===== src/rtl/pong_pkg.sv =====
// Shared constants for the Pong game sequencer: state encodings, serve directions
// and default playfield geometry.
package pong_pkg;

    typedef enum logic [2:0] {
        ST_IDLE       = 3'd0,
        ST_SERVE_WAIT = 3'd1,
        ST_PLAY       = 3'd2,
        ST_PAUSED     = 3'd3,
        ST_POINT      = 3'd4,
        ST_GAME_OVER  = 3'd5
    } state_e;

    // serve_dir is {right, down}
    localparam logic [1:0] UP_LEFT    = 2'b00;
    localparam logic [1:0] DOWN_LEFT  = 2'b01;
    localparam logic [1:0] UP_RIGHT   = 2'b10;
    localparam logic [1:0] DOWN_RIGHT = 2'b11;

    localparam int COL_W          = 12;
    localparam int DEF_DISP_COLS  = 800;
    localparam int DEF_GOAL_L_COL = 4;
    localparam int DEF_GOAL_R_COL = 796;

endpackage


===== src/rtl/pong_game_ctrl_if.sv =====
// Player/ball-mover side signals of the game sequencer; slave is the sequencer,
// master is whatever drives buttons, ticks and the ball column.
interface pong_game_ctrl_if #(
    parameter int SCORE_W = 4
);
    logic                       move_tick;
    logic                       start_btn;
    logic                       pause_btn;
    logic [pong_pkg::COL_W-1:0] ball_center_col;
    logic                       ball_load;
    logic                       ball_en;
    logic [1:0]                 serve_dir;
    logic [SCORE_W-1:0]         l_score;
    logic [SCORE_W-1:0]         r_score;
    logic                       point_pulse;
    logic                       game_over;
    logic                       winner;
    logic [2:0]                 state;

    modport master (
        output move_tick, start_btn, pause_btn, ball_center_col,
        input  ball_load, ball_en, serve_dir, l_score, r_score,
        input  point_pulse, game_over, winner, state
    );

    modport slave (
        input  move_tick, start_btn, pause_btn, ball_center_col,
        output ball_load, ball_en, serve_dir, l_score, r_score,
        output point_pulse, game_over, winner, state
    );
endinterface


===== src/rtl/pong_edge_detect.sv =====
// Registered rising-edge detector: rise_o pulses for one cycle, one cycle after
// btn_i goes high.
module pong_edge_detect (
    input  logic clk,
    input  logic rst,
    input  logic btn_i,
    output logic rise_o
);
    logic prev_q;
    logic rise_q;

    always_ff @(posedge clk) begin
        if (rst) begin
            prev_q <= 1'b0;
            rise_q <= 1'b0;
        end else begin
            prev_q <= btn_i;
            rise_q <= btn_i & ~prev_q;
        end
    end

    assign rise_o = rise_q;
endmodule


===== src/rtl/pong_game_ctrl.sv =====
// Pong game sequencer: serve timing, goal detection, scoring and winner, driving
// the ball mover's load/enable/direction controls.
module pong_game_ctrl
    import pong_pkg::*;
#(
    parameter int DISP_COLS   = DEF_DISP_COLS,
    parameter int GOAL_L_COL  = DEF_GOAL_L_COL,
    parameter int GOAL_R_COL  = DEF_GOAL_R_COL,
    parameter int SERVE_TICKS = 60,
    parameter int WIN_SCORE   = 11,
    parameter int SCORE_W     = 4
) (
    input  logic              clk,
    input  logic              rst,
    pong_game_ctrl_if.slave   io
);
    localparam int                 CNT_W    = $clog2(SERVE_TICKS + 1);
    localparam logic [CNT_W-1:0]   CNT_LAST = CNT_W'(SERVE_TICKS - 1);
    localparam logic [COL_W-1:0]   GOAL_L_C = COL_W'(GOAL_L_COL);
    localparam logic [COL_W-1:0]   GOAL_R_C = COL_W'(GOAL_R_COL);
    localparam logic [SCORE_W-1:0] WIN_C    = SCORE_W'(WIN_SCORE);

    if (SERVE_TICKS < 1 || WIN_SCORE > (2**SCORE_W) - 1 || GOAL_R_COL >= DISP_COLS) begin : g_param_check
        $error("pong_game_ctrl: illegal parameter combination");
    end

    logic start_rise;
    logic pause_rise;

    pong_edge_detect u_start_edge (.clk(clk), .rst(rst), .btn_i(io.start_btn), .rise_o(start_rise));
    pong_edge_detect u_pause_edge (.clk(clk), .rst(rst), .btn_i(io.pause_btn), .rise_o(pause_rise));

    state_e             state_q, state_d;
    logic [SCORE_W-1:0] l_score_q, l_score_d;
    logic [SCORE_W-1:0] r_score_q, r_score_d;
    logic [1:0]         dir_q, dir_d;
    logic               winner_q, winner_d;
    logic               vtog_q, vtog_d;
    logic [CNT_W-1:0]   cnt_q, cnt_d;
    logic               load_q, en_q, over_q, pulse_q;

    always_comb begin
        state_d   = state_q;
        l_score_d = l_score_q;
        r_score_d = r_score_q;
        dir_d     = dir_q;
        winner_d  = winner_q;
        vtog_d    = vtog_q;
        cnt_d     = cnt_q;
        case (state_q)
            ST_IDLE: begin
                if (start_rise) begin
                    l_score_d = '0;
                    r_score_d = '0;
                    cnt_d     = '0;
                    state_d   = ST_SERVE_WAIT;
                end
            end
            ST_SERVE_WAIT: begin
                if (io.move_tick) begin
                    if (cnt_q == CNT_LAST) begin
                        cnt_d   = '0;
                        state_d = ST_PLAY;
                    end else begin
                        cnt_d = cnt_q + CNT_W'(1);
                    end
                end
            end
            ST_PLAY: begin
                // The next serve heads toward whoever conceded, alternating vertically
                if (io.ball_center_col <= GOAL_L_C) begin
                    r_score_d = r_score_q + SCORE_W'(1);
                    vtog_d    = ~vtog_q;
                    dir_d     = {1'b0, ~vtog_q};
                    state_d   = ST_POINT;
                end else if (io.ball_center_col >= GOAL_R_C) begin
                    l_score_d = l_score_q + SCORE_W'(1);
                    vtog_d    = ~vtog_q;
                    dir_d     = {1'b1, ~vtog_q};
                    state_d   = ST_POINT;
                end else if (pause_rise) begin
                    state_d = ST_PAUSED;
                end
            end
            ST_PAUSED: begin
                if (pause_rise) state_d = ST_PLAY;
            end
            ST_POINT: begin
                if (l_score_q == WIN_C) begin
                    winner_d = 1'b0;
                    state_d  = ST_GAME_OVER;
                end else if (r_score_q == WIN_C) begin
                    winner_d = 1'b1;
                    state_d  = ST_GAME_OVER;
                end else begin
                    cnt_d   = '0;
                    state_d = ST_SERVE_WAIT;
                end
            end
            ST_GAME_OVER: begin
                if (start_rise) begin
                    l_score_d = '0;
                    r_score_d = '0;
                    cnt_d     = '0;
                    state_d   = ST_SERVE_WAIT;
                end
            end
            default: state_d = ST_IDLE;
        endcase
    end

    // Moore outputs are registered from the next state so they line up with state_q
    always_ff @(posedge clk) begin
        if (rst) begin
            state_q   <= ST_IDLE;
            l_score_q <= '0;
            r_score_q <= '0;
            dir_q     <= UP_LEFT;
            winner_q  <= 1'b0;
            vtog_q    <= 1'b0;
            cnt_q     <= '0;
            load_q    <= 1'b1;
            en_q      <= 1'b0;
            over_q    <= 1'b0;
            pulse_q   <= 1'b0;
        end else begin
            state_q   <= state_d;
            l_score_q <= l_score_d;
            r_score_q <= r_score_d;
            dir_q     <= dir_d;
            winner_q  <= winner_d;
            vtog_q    <= vtog_d;
            cnt_q     <= cnt_d;
            load_q    <= (state_d == ST_IDLE) || (state_d == ST_SERVE_WAIT) ||
                         (state_d == ST_POINT) || (state_d == ST_GAME_OVER);
            en_q      <= (state_d == ST_PLAY);
            over_q    <= (state_d == ST_GAME_OVER);
            pulse_q   <= (state_d == ST_POINT);
        end
    end

    assign io.state       = state_q;
    assign io.l_score     = l_score_q;
    assign io.r_score     = r_score_q;
    assign io.serve_dir   = dir_q;
    assign io.winner      = winner_q;
    assign io.ball_load   = load_q;
    assign io.ball_en     = en_q;
    assign io.game_over   = over_q;
    assign io.point_pulse = pulse_q;
endmodule

===== src/flat_wrapper.sv =====
// flat-port wrapper written by rule: the top's interface ports become plain ports
module pong_game_ctrl_flat import pong_pkg::*;
#(
    parameter int DISP_COLS   = DEF_DISP_COLS,
    parameter int GOAL_L_COL  = DEF_GOAL_L_COL,
    parameter int GOAL_R_COL  = DEF_GOAL_R_COL,
    parameter int SERVE_TICKS = 60,
    parameter int WIN_SCORE   = 11,
    parameter int SCORE_W     = 4
)
  (clk, rst, io_move_tick, io_start_btn, io_pause_btn, io_ball_center_col, io_ball_load, io_ball_en, io_serve_dir, io_l_score, io_r_score, io_point_pulse, io_game_over, io_winner, io_state);
  pong_game_ctrl_if #(.SCORE_W(SCORE_W)) io_i ();
  input  logic clk;
  input  logic rst;
  input wire logic [$bits(io_i.move_tick)-1:0] io_move_tick;
  input wire logic [$bits(io_i.start_btn)-1:0] io_start_btn;
  input wire logic [$bits(io_i.pause_btn)-1:0] io_pause_btn;
  input wire logic [$bits(io_i.ball_center_col)-1:0] io_ball_center_col;
  output wire logic [$bits(io_i.ball_load)-1:0] io_ball_load;
  output wire logic [$bits(io_i.ball_en)-1:0] io_ball_en;
  output wire logic [$bits(io_i.serve_dir)-1:0] io_serve_dir;
  output wire logic [$bits(io_i.l_score)-1:0] io_l_score;
  output wire logic [$bits(io_i.r_score)-1:0] io_r_score;
  output wire logic [$bits(io_i.point_pulse)-1:0] io_point_pulse;
  output wire logic [$bits(io_i.game_over)-1:0] io_game_over;
  output wire logic [$bits(io_i.winner)-1:0] io_winner;
  output wire logic [$bits(io_i.state)-1:0] io_state;
  assign io_i.move_tick = io_move_tick;
  assign io_i.start_btn = io_start_btn;
  assign io_i.pause_btn = io_pause_btn;
  assign io_i.ball_center_col = io_ball_center_col;
  assign io_ball_load = io_i.ball_load;
  assign io_ball_en = io_i.ball_en;
  assign io_serve_dir = io_i.serve_dir;
  assign io_l_score = io_i.l_score;
  assign io_r_score = io_i.r_score;
  assign io_point_pulse = io_i.point_pulse;
  assign io_game_over = io_i.game_over;
  assign io_winner = io_i.winner;
  assign io_state = io_i.state;
  pong_game_ctrl #(.DISP_COLS(DISP_COLS), .GOAL_L_COL(GOAL_L_COL), .GOAL_R_COL(GOAL_R_COL), .SERVE_TICKS(SERVE_TICKS), .WIN_SCORE(WIN_SCORE), .SCORE_W(SCORE_W)) u_core (.clk(clk), .rst(rst), .io(io_i));
endmodule

===== config.mk =====
export PLATFORM = sky130hd
export DESIGN_NAME = pong_game_ctrl_flat
export DESIGN_NICKNAME = d
export VERILOG_FILES = /design/src/rtl/pong_pkg.sv /design/src/rtl/pong_game_ctrl_if.sv /design/src/rtl/pong_edge_detect.sv /design/src/rtl/pong_game_ctrl.sv /design/src/flat_wrapper.sv
export SDC_FILE = /design/constraint.sdc
export NUM_CORES = 1
export LEC_CHECK = 0
export ABC_AREA = 1
export CORE_AREA = 5 5 62 64
export DETAILED_ROUTE_END_ITERATION = 10
export DIE_AREA = 0 0 67 69
export GPL_TIMING_DRIVEN = 0
export PLACE_DENSITY = 0.8
export SLEW_MARGIN = 20
export SYNTH_ARGS = -nofsm -noshare
export SYNTH_HDL_FRONTEND = slang
export SYNTH_SLANG_ARGS = --single-unit

===== constraint.sdc =====
create_clock -name clk -period 1.68 [get_ports clk]
set_clock_uncertainty 0.15 [all_clocks]
set_input_delay 0.252 -clock clk [delete_from_list [all_inputs] [get_ports clk]]
set_output_delay 0.252 -clock clk [all_outputs]
set_load 0.02 [all_outputs]

# Word-level counts from Yosys, hierarchy flattened

Cells that the tools add are included.

Bits in registers: 29
Latch bits: 0
Bits in writable memories: 0
Memory bits (read-only): 0
Input port bits: 17
Output and inout bits: 18
Logic and storage cells: 87
Memories: 0

Add/sub/neg operators: 3
Multiply operators: 0
Divide/modulo/power cells: 0
$lt $le $gt $ge: 2
Eq/ne operators: 19
Shift-type cells: 0
Multiplexer cells: 28
Bitwise logic cells: 5
Reductions and logical operators: 15

Operator list:

| kind                 | count |
|---|---|
| $mux 6               | 5 |
| $mux 3               | 9 |
| $pmux 6 s3           | 1 |
| $mux 4               | 4 |
| $pmux 4 s2           | 2 |
| $pmux 3 s5           | 1 |
| $eq 3x3->1 const B   | 4 |
| $ge 12x10->1 const B | 1 |
| $le 12x3->1 const B  | 1 |
| $eq 3x2->1 const B   | 3 |
| $add 4x1->4 const B  | 2 |
| $eq 4x4->1 const B   | 2 |
| $ne 2x2->1 const B   | 4 |
| $add 6x1->6 const B  | 1 |
| $eq 3x1->1 const B   | 2 |
| $eq 6x6->1 const B   | 1 |
| $logic_not 3->1      | 2 |
| $ne 2x1->1 const B   | 3 |
| $reduce_bool 2->1    | 3 |
| $reduce_and 5->1     | 1 |
| $mux 1               | 4 |
| $mux 2               | 2 |
| $reduce_and 2->1     | 2 |
| $reduce_and 4->1     | 1 |
| other kinds (6)      | 11 |

# Depth between registers and ports, before layout

Depth after elaboration: 8
Mapped depth: 10
Depth with buffers taken out: 10

# Modules after synthesis

Synthesis repeated with hierarchy kept, for this count alone.

Cells, all modules: 220
Area, all modules: 1,472.7 µm²

Modules (own cells, without submodules):

| module           | instances | cells an instance | area an instance (µm²) | seq. area each (µm²) |
|---|---|---|---|---|
| pong_game_ctrl   | 1         | 208               | 1,352.5                | 480.5 |
| pong_edge_detect | 2         | 6                 | 60.1                   | 40.0 |

# Worst setup path after synthesis

No wires, ideal clock.

Path kind: reg-to-reg
Start: register u_core.state_q[1] (netlist: u_core.io.state[1])
End: register u_core.l_score_q[1] (netlist: u_core.io.l_score[1])
Setup time: 0.117 ns
Arrival time: 1.288 ns
Required time: 1.413 ns
Path slack: 0.125 ns
Cell stages (with the launch flop): 10
Buffers on the path: 0
Clock period less this slack: 1.555 ns
Cell sequence: dfxtp_1 > inv_1 > nand3_2 > nand2_4 > nand2_4 > nand2_2 > inv_4 > nand2_2 > o21ai_1 > nor2_1

Cells in the longest elaborated chain, start to end: 4
Elaborated cells between the ends (all ways): 10
Those cells by class: eq/ne (5); mux (1); reduce/logical (4)

Ends and longest elaborated chain:

| element                                                                 | line                  | source |
|---|---|---|
| from (decl)                                                             | pong_game_ctrl.sv:33  | `state_e state_q, state_d;` |
| from (signal assigned)                                                  | pong_game_ctrl.sv:127 | `state_q <= state_d;` |
| $eq 3x3->1 / $logic_not 3->1 (equally long branches)                    | pong_game_ctrl.sv:50  | `case (state_q)` |
| $reduce_or 2->1 (no source line)                                        | -                     |  |
| $ne 2x1->1 (no source line) / $reduce_bool 2->1 (equally long branches) | -                     |  |
| $reduce_and 4->1 (no source line)                                       | -                     |  |
| to (signal assigned)                                                    | pong_game_ctrl.sv:128 | `l_score_q <= l_score_d;` |
| to (decl)                                                               | pong_game_ctrl.sv:34  | `logic [SCORE_W-1:0] l_score_q, l_score_d;` |

Parallel ways exist; a longest one is shown, timed or not.
A chain may end at the register's enable or synchronous reset.

# Worst setup path in the final report

Start: input io_ball_center_col[11]
End: register u_core.l_score_q[1] (netlist: u_core.io.l_score[1])

Cells in the longest elaborated chain, start to end: 3
Elaborated cells between the ends (all ways): 5
Those cells by class: order compare (2); eq/ne (2); reduce/logical (1)

Ends and longest elaborated chain:

| element                                                          | line                                       | source |
|---|---|---|
| from (decl)                                                      | flat_wrapper.sv:18                         | `input wire logic [$bits(io_i.ball_center_col)-1:0] io_ball_center_col;` |
| $le 12x3->1 / $ge 12x10->1 (equally long branches)               | pong_game_ctrl.sv:71, pong_game_ctrl.sv:76 |  |
| $ne 2x2->1 (no source line) / $ne 2x1->1 (equally long branches) | -                                          |  |
| $reduce_and 4->1 (no source line) (*)                            | -                                          |  |

Mark *: on every way between the ends. The rest lies on a longest branch, timed or not.

==> results.py <==
metrics = {
    "worst_setup_path": {
        "crit_family": "simple AND/OR/NAND/NOR gates",
        "crit_required_ps": 1780,
        "cp.buffers_inverters": 1,
        "r2r_slack_ps": 130,
        "reg2reg_depth": 9,
        "critical_path_class": "input pin to flip-flop",
        "cp-start-kind": "input pin",
        "cp_max_fo": 5,
        "cp.depth": 9,
        "reg2reg_from": "u_core.io.l_score[0]",
        "critPathArrivalTime_ps": 1660,
        "slowest_delay_ps": 440,
        "reg2reg_to": "u_core.cnt_q[0]",
        "slowest_stage": "clkdlybuf4s50_1",
        "path_cells": "clkdlybuf4s50_1 -> nor2_4 -> nand2_1 -> nor2_1 -> nand2_1 -> nand2_2 -> nand2_2 -> o21ai_2 -> nor2_1",
        "end_kind": "flip-flop",
    },
    "clock_network": {
        "clock-sinks": 28,
        "clock_latency_ps": 330,
        "holdBufCountCts": 0,
        "clockBufferDepth": 2,
        "htree_levels": 1,
        "cts_tree": "yes",
        "cts_root_buf": "clkbuf_4",
        "clkTransAtPathRegs_ps": 150,
        "post_cts_buffers": 0,
        "cts_buffers": 3,
    },
    "routing": {
        "routedWlPerCell_um": 11.1,
        "drtAntennaViolNets": 0,
        "drc_errors": 0,
        "via_per_inst": 4.88,
        "first_pass_iters": 4,
        "wl_um": 3390,
        "num_vias": 1493,
        "first_iter_violations": 62,
    },
    "run": {
        "maxCapViolCount": 0,
    },
    "timing": {
        "drv_slew": 0,
        "slew_headroom_pct": 64.0,
        "finalSetupViolations": 0,
        "fin_crit_ps": 1570,
        "fmax_mhz": 638,
        "period_share_pct": 93.2,
        "tightestPinTransition_ps": 541,
        "hold_violations": 0,
    },
    "placement": {
        "hpwl_um": 2600,
        "post_dp_cell_area_sq_um": 1890,
        "place_congestion": 0.845,
        "portBuffers": 33,
    },
    "cells_and_area": {
        "area_delta_synth_final_pct": 28.5,
        "n_fill_cell": 325,
        "finalNetCount": 282,
        "multi_input_area_sq_um": 815,
        "final_cell_mix": "48 x nand2_1, 34 x nor2_1, 29 x inv_1",
        "seqCellArea_sq_um": 568,
        "antenna_cells": 0,
        "final_common_cell": "nand2_1",
        "final_area_sq_um": 1930,
        "drive_gt1_share_pct": 10.8,
    },
    "global_route": {
        "grtUsageTotal_pct": 15.7,
        "grt_pass1_vias": 1399,
        "grt_start_max_net_pins": 15,
        "antenna_found_initial": 0,
        "grt_remaining_overflow": 0,
        "grt_pass1_wl_um": 5880,
    },
    "power_and_ir_drop": {
        "power.share.switching_pct": 30.9,
        "leakage_nw": 0.928,
        "power_mw": 1.30,
        "pwr-share-comb_pct": 23.0,
        "power_frac_clock_pct": 21.2,
        "p_int_mw": 0.897,
        "powerDensity_nw_per_um2": 673,
        "netSwitchingPower_mw": 0.402,
        "ir_worst_vdd_mv": 0.353,
        "p_seq_share_pct": 55.8,
    },
    "synth": {
        "synthDistinctLibCells": 28,
        "syn_area_sq_um": 1500,
        "seq_area_frac_synth_pct": 37.3,
        "yosysTopAreaCell": "dfxtp_1",
        "yosysWarnings": 0,
        "synth_top_cells_by_area": "dfxtp_1 37%, nand2_1 12%, nor2_1 8.5%",
        "syn_area_per_cell_sq_um": 6.71,
        "netlist.area_leader.share_pct": 37.3,
        "synth_seq_cells": 28,
        "synthCells": 224,
        "synth_nets": 244,
    },
    "floorplan": {
        "initial_core_util_pct": 46.5,
        "row_count": 21,
        "die_w_um": 67,
        "dieArea_sq_um": 4620,
        "die_y_um": 69,
        "core-area_sq_um": 3230,
        "ioPinCount": 35,
    },
    "status": {
        "status": "completed",
    },
    "worst_hold_path": {
        "worstHoldStart": "rst",
        "hold-path-cell-count": 2,
        "hp-class": "input pin to flip-flop",
        "hold_end": "u_core.cnt_q[4]",
    },
}
-- repair_timing --
item,4_1_cts,5_1_grt
endpoints found under the hold margin,0,0
gates resized for setup,16,13
setup endpoints to repair,15,16
pin swaps,0,1
gates cloned,0,0
-- per-stage QoR --
step                utilization (%)  instances  TNS (ps)  setup slack, ps  hold WS [ps]
finish                         59.7        306         0              114           147
global route                   59.7        306     -49.7            -27.1           166
CTS                            58.7        306         0             6.70           138
detailed placement             58.5        303     -2320             -331           241
global placement               58.5        303     -2110             -324           228
floorplan                         -        224         0              125           224
-- layout make-up --
class / instances / share of cell area (%)
buffer: 4 / 1.04
clock buffer: 3 / 1.17
inverter: 33 / 6.68
multi-input combinational: 159 / 42.2
sequential: 28 / 29.4
tap: 46 / 2.98
timing repair buffer: 33 / 16.5
-- sequential cells by signal, indices dropped and copies added (netlist names) --
signal                      flops
u_core.io.ball_load             1
u_core.io.winner                1
u_core.u_pause_edge.rise_o      1
u_core.io.serve_dir             2
u_core.io.state                 3
u_core.u_start_edge.prev_q      1
u_core.io.r_score               4
u_core.u_start_edge.rise_o      1
u_core.io.ball_en               1
u_core.cnt_q                    6
u_core.io.l_score               4
u_core.io.point_pulse           1
u_core.io.game_over             1
u_core.u_pause_edge.prev_q      1
-- kinds of logic after synthesis --
| logic type | Yosys count | synth area share, % |
|---|---|---|
| simple gates | 131 | 40.0 |
| xor+xnor | 6 | 3.50 |
| flops | 28 | 37.3 |
| fa+ha+maj | 3 | 2.50 |
| compound gates | 19 | 6.99 |
| buf+inv | 37 | 9.74 |
-- how the worst max path moves through the flow --
stage / endpoint / slack, ps / start
after floorplan: u_core.io.l_score[1] / 130 / u_core.io.state[1]
after global placement: u_core.io.l_score[1] / -320 / io_ball_center_col[11]
after detailed placement: u_core.io.l_score[1] / -330 / io_ball_center_col[11]
after CTS: io_ball_en / 7 / u_core.io.ball_en
after global routing: u_core.io.l_score[1] / -30 / io_ball_center_col[11]
final: u_core.io.l_score[1] / 110 / io_ball_center_col[11]
-- power by group through the flow --
stage,logic (mW),clock network (mW),registers (mW)
final,0.299,0.276,0.724
after floorplan,0.181,0,0.751
after global placement,0.297,0,0.737
after CTS,0.292,0.289,0.725
after global routing,0.342,0.307,0.729
after detailed placement,0.301,0,0.739
-- metal layers --
metal | vias up | global-route usage [%] | wire length (um)
met3 | 8 | 2.27 | 127
met4 | 0 | 7.43 | 97
li1 | 782 | - | -
met2 | 37 | 26.7 | 1660
met5 | - | 0 | 0
met1 | 666 | 18.8 | 1510
-- cells in the mapped netlist --
cell type   n
o21bai_1    1
inv_4       1
buf_4       1
nand4_1     5
inv_2       3
nand3_1    25
clkbuf_1    1
a21oi_1    12
nand2_4     2
nand3b_1    2
nand3_4     1
nor2_2      2
o21ai_1     3
nor3_1      4
o21a_1      1
buf_2       1
nand3_2     1
nand2_1    50
a31oi_1     1
nand2_2     5
buf_1       1
inv_1      29
o221ai_1    1
ha_1        3
dfxtp_1    28
xor2_1      4
xnor2_1     2
nor2_1     34
Power figures use the tool's default switching activity.
==> variant: new RTL, same settings <==
`SERVE_TICKS` is set to 60 in 2 places; all go to 30.
--- a/src/rtl/pong_game_ctrl.sv
+++ b/src/rtl/pong_game_ctrl.sv
@@ -6,7 +6,7 @@
     parameter int DISP_COLS   = DEF_DISP_COLS,
     parameter int GOAL_L_COL  = DEF_GOAL_L_COL,
     parameter int GOAL_R_COL  = DEF_GOAL_R_COL,
-    parameter int SERVE_TICKS = 60,
+    parameter int SERVE_TICKS = 30,
     parameter int WIN_SCORE   = 11,
     parameter int SCORE_W     = 4
 ) (
--- a/src/flat_wrapper.sv
+++ b/src/flat_wrapper.sv
@@ -4,7 +4,7 @@
     parameter int DISP_COLS   = DEF_DISP_COLS,
     parameter int GOAL_L_COL  = DEF_GOAL_L_COL,
     parameter int GOAL_R_COL  = DEF_GOAL_R_COL,
-    parameter int SERVE_TICKS = 60,
+    parameter int SERVE_TICKS = 30,
     parameter int WIN_SCORE   = 11,
     parameter int SCORE_W     = 4
 )
Formal check against the unedited RTL: no difference found for any inputs over 10 cycles, from zero or initial values and one cycle with rst high; that may be too few to reach the edited logic, so the function may still have changed.
==> variant against the original RTL <==
- cell area is 4.1% lower
- setup slack better by 0.019 ns
- sequential share of layout area hardly changed
- maximum frequency is 1.2% higher
- critical path depth stayed put
- sequential cell count is 1 lower
- power is 3.8% lower
- via count is 10% lower
- synthesized area is 4.8% lower
- wire length is 14% lower
==> variant: results (changes against the original RTL) <==
- Grt met2 use: 19.9% (was 26.7%)
- Min-delay src: u_core.u_pause_edge.prev_q (was rst)
- Adder-Cell Fraction of Synth Area: 3.50% (was 2.50%)
- Worst vdd ir: 0.000366 V (was 0.000353 V)
- Mapped Avg Cell Area: 7.08 um^2 (was 6.71 um^2)
- Vias in the first global route: 1,188 (was 1,399)
- Area grow syn2layout: 29.5% (was 28.5%)
- Post-Syn Nets: 223 (was 244)
- Hold Path Class: reg -> reg (was in -> reg)
- Grt met3 use: 2.44% (was 2.27%)
- Switching share of power: 29.6% (was 30.9%)
- Status: complete, no violations (unchanged)
- Fillcell total: 318 (was 325)
- Crit-path max FO: 9 (was 5)
- I/O Buffers: 34 (was 33)
- Worst rel slew slack: 69.1% (was 64.0%)
- Routed wl met3: 109 um (was 127 um)
- Number of synthesized register bits: 27 (was 28)
- Signal buf overhead: 18.9% (was 17.6%)
- Largest register FFs: 5 (was 6)
- Lkg Pwr: 0.887 nW (was 0.928 nW)
- Dpl ws: -0.328 ns (was -0.331 ns)
- Routability cong.: 0.830 (was 0.845)
- Iteration-0 DRC Markers: 35 (was 62)
- Non-clk invs: 28 (was 33)
- M1 WL: 1430 um (was 1510 um)
- Share of cells above drive strength 1: 12.5% (was 10.8%)
- Sequential portion of the cell area: 29.4% (about the same)
- Post-synthesis sequential area ratio: 37.8% (was 37.3%)
- Worst flop-to-flop path startpoint: u_core.io.state[0] (was u_core.io.l_score[0])
- DP Area: 0.00183 mm^2 (was 0.00189 mm^2)
- Post-synthesis compound-gate area fraction: 10.2% (was 6.99%)
- Post-CTS sizing: 14 (was 16)
- Worst flop-to-flop path endpoint: u_core.io.r_score[1] (was u_core.cnt_q[0])
- Synth Area in XOR/XNOR: 3.06% (was 3.50%)
- Arr. time, crit path: 1.63 ns (was 1.66 ns)
variant: cell types whose count changed after synthesis, sizes merged, moves of 2 or more:
cell,delta
nand2,-8
inv,-7
nand3,-7
nor2,-6
a21oi,+4
nand3b,+3
nand4,-3
o21ai,+3
buf,-2
clkinv,+2
o21bai,+2
xnor2,-2
variant: power by group through the flow:
| stage | clock network, mW | registers (mW) | logic, mW |
|---|---|---|---|
| 3_5_place_dp | 0 | 0.705 | 0.299 |
| 2_1_floorplan | 0 | 0.720 | 0.178 |
| 3_3_place_gp | 0 | 0.705 | 0.295 |
| 5_1_grt | 0.313 | 0.696 | 0.326 |
| 6_report | 0.270 | 0.690 | 0.288 |
| 4_1_cts | 0.285 | 0.690 | 0.290 |
variant: how the worst max path moves through the flow:
stage                            endpoint  slack, ns
global placement      u_core.io.game_over      -0.35
floorplan            u_core.io.r_score[1]       0.13
CTS                          io_game_over       0.02
global route         u_core.io.l_score[1]      0.003
finish               u_core.io.r_score[1]       0.13
detailed placement  u_core.io.point_pulse      -0.33
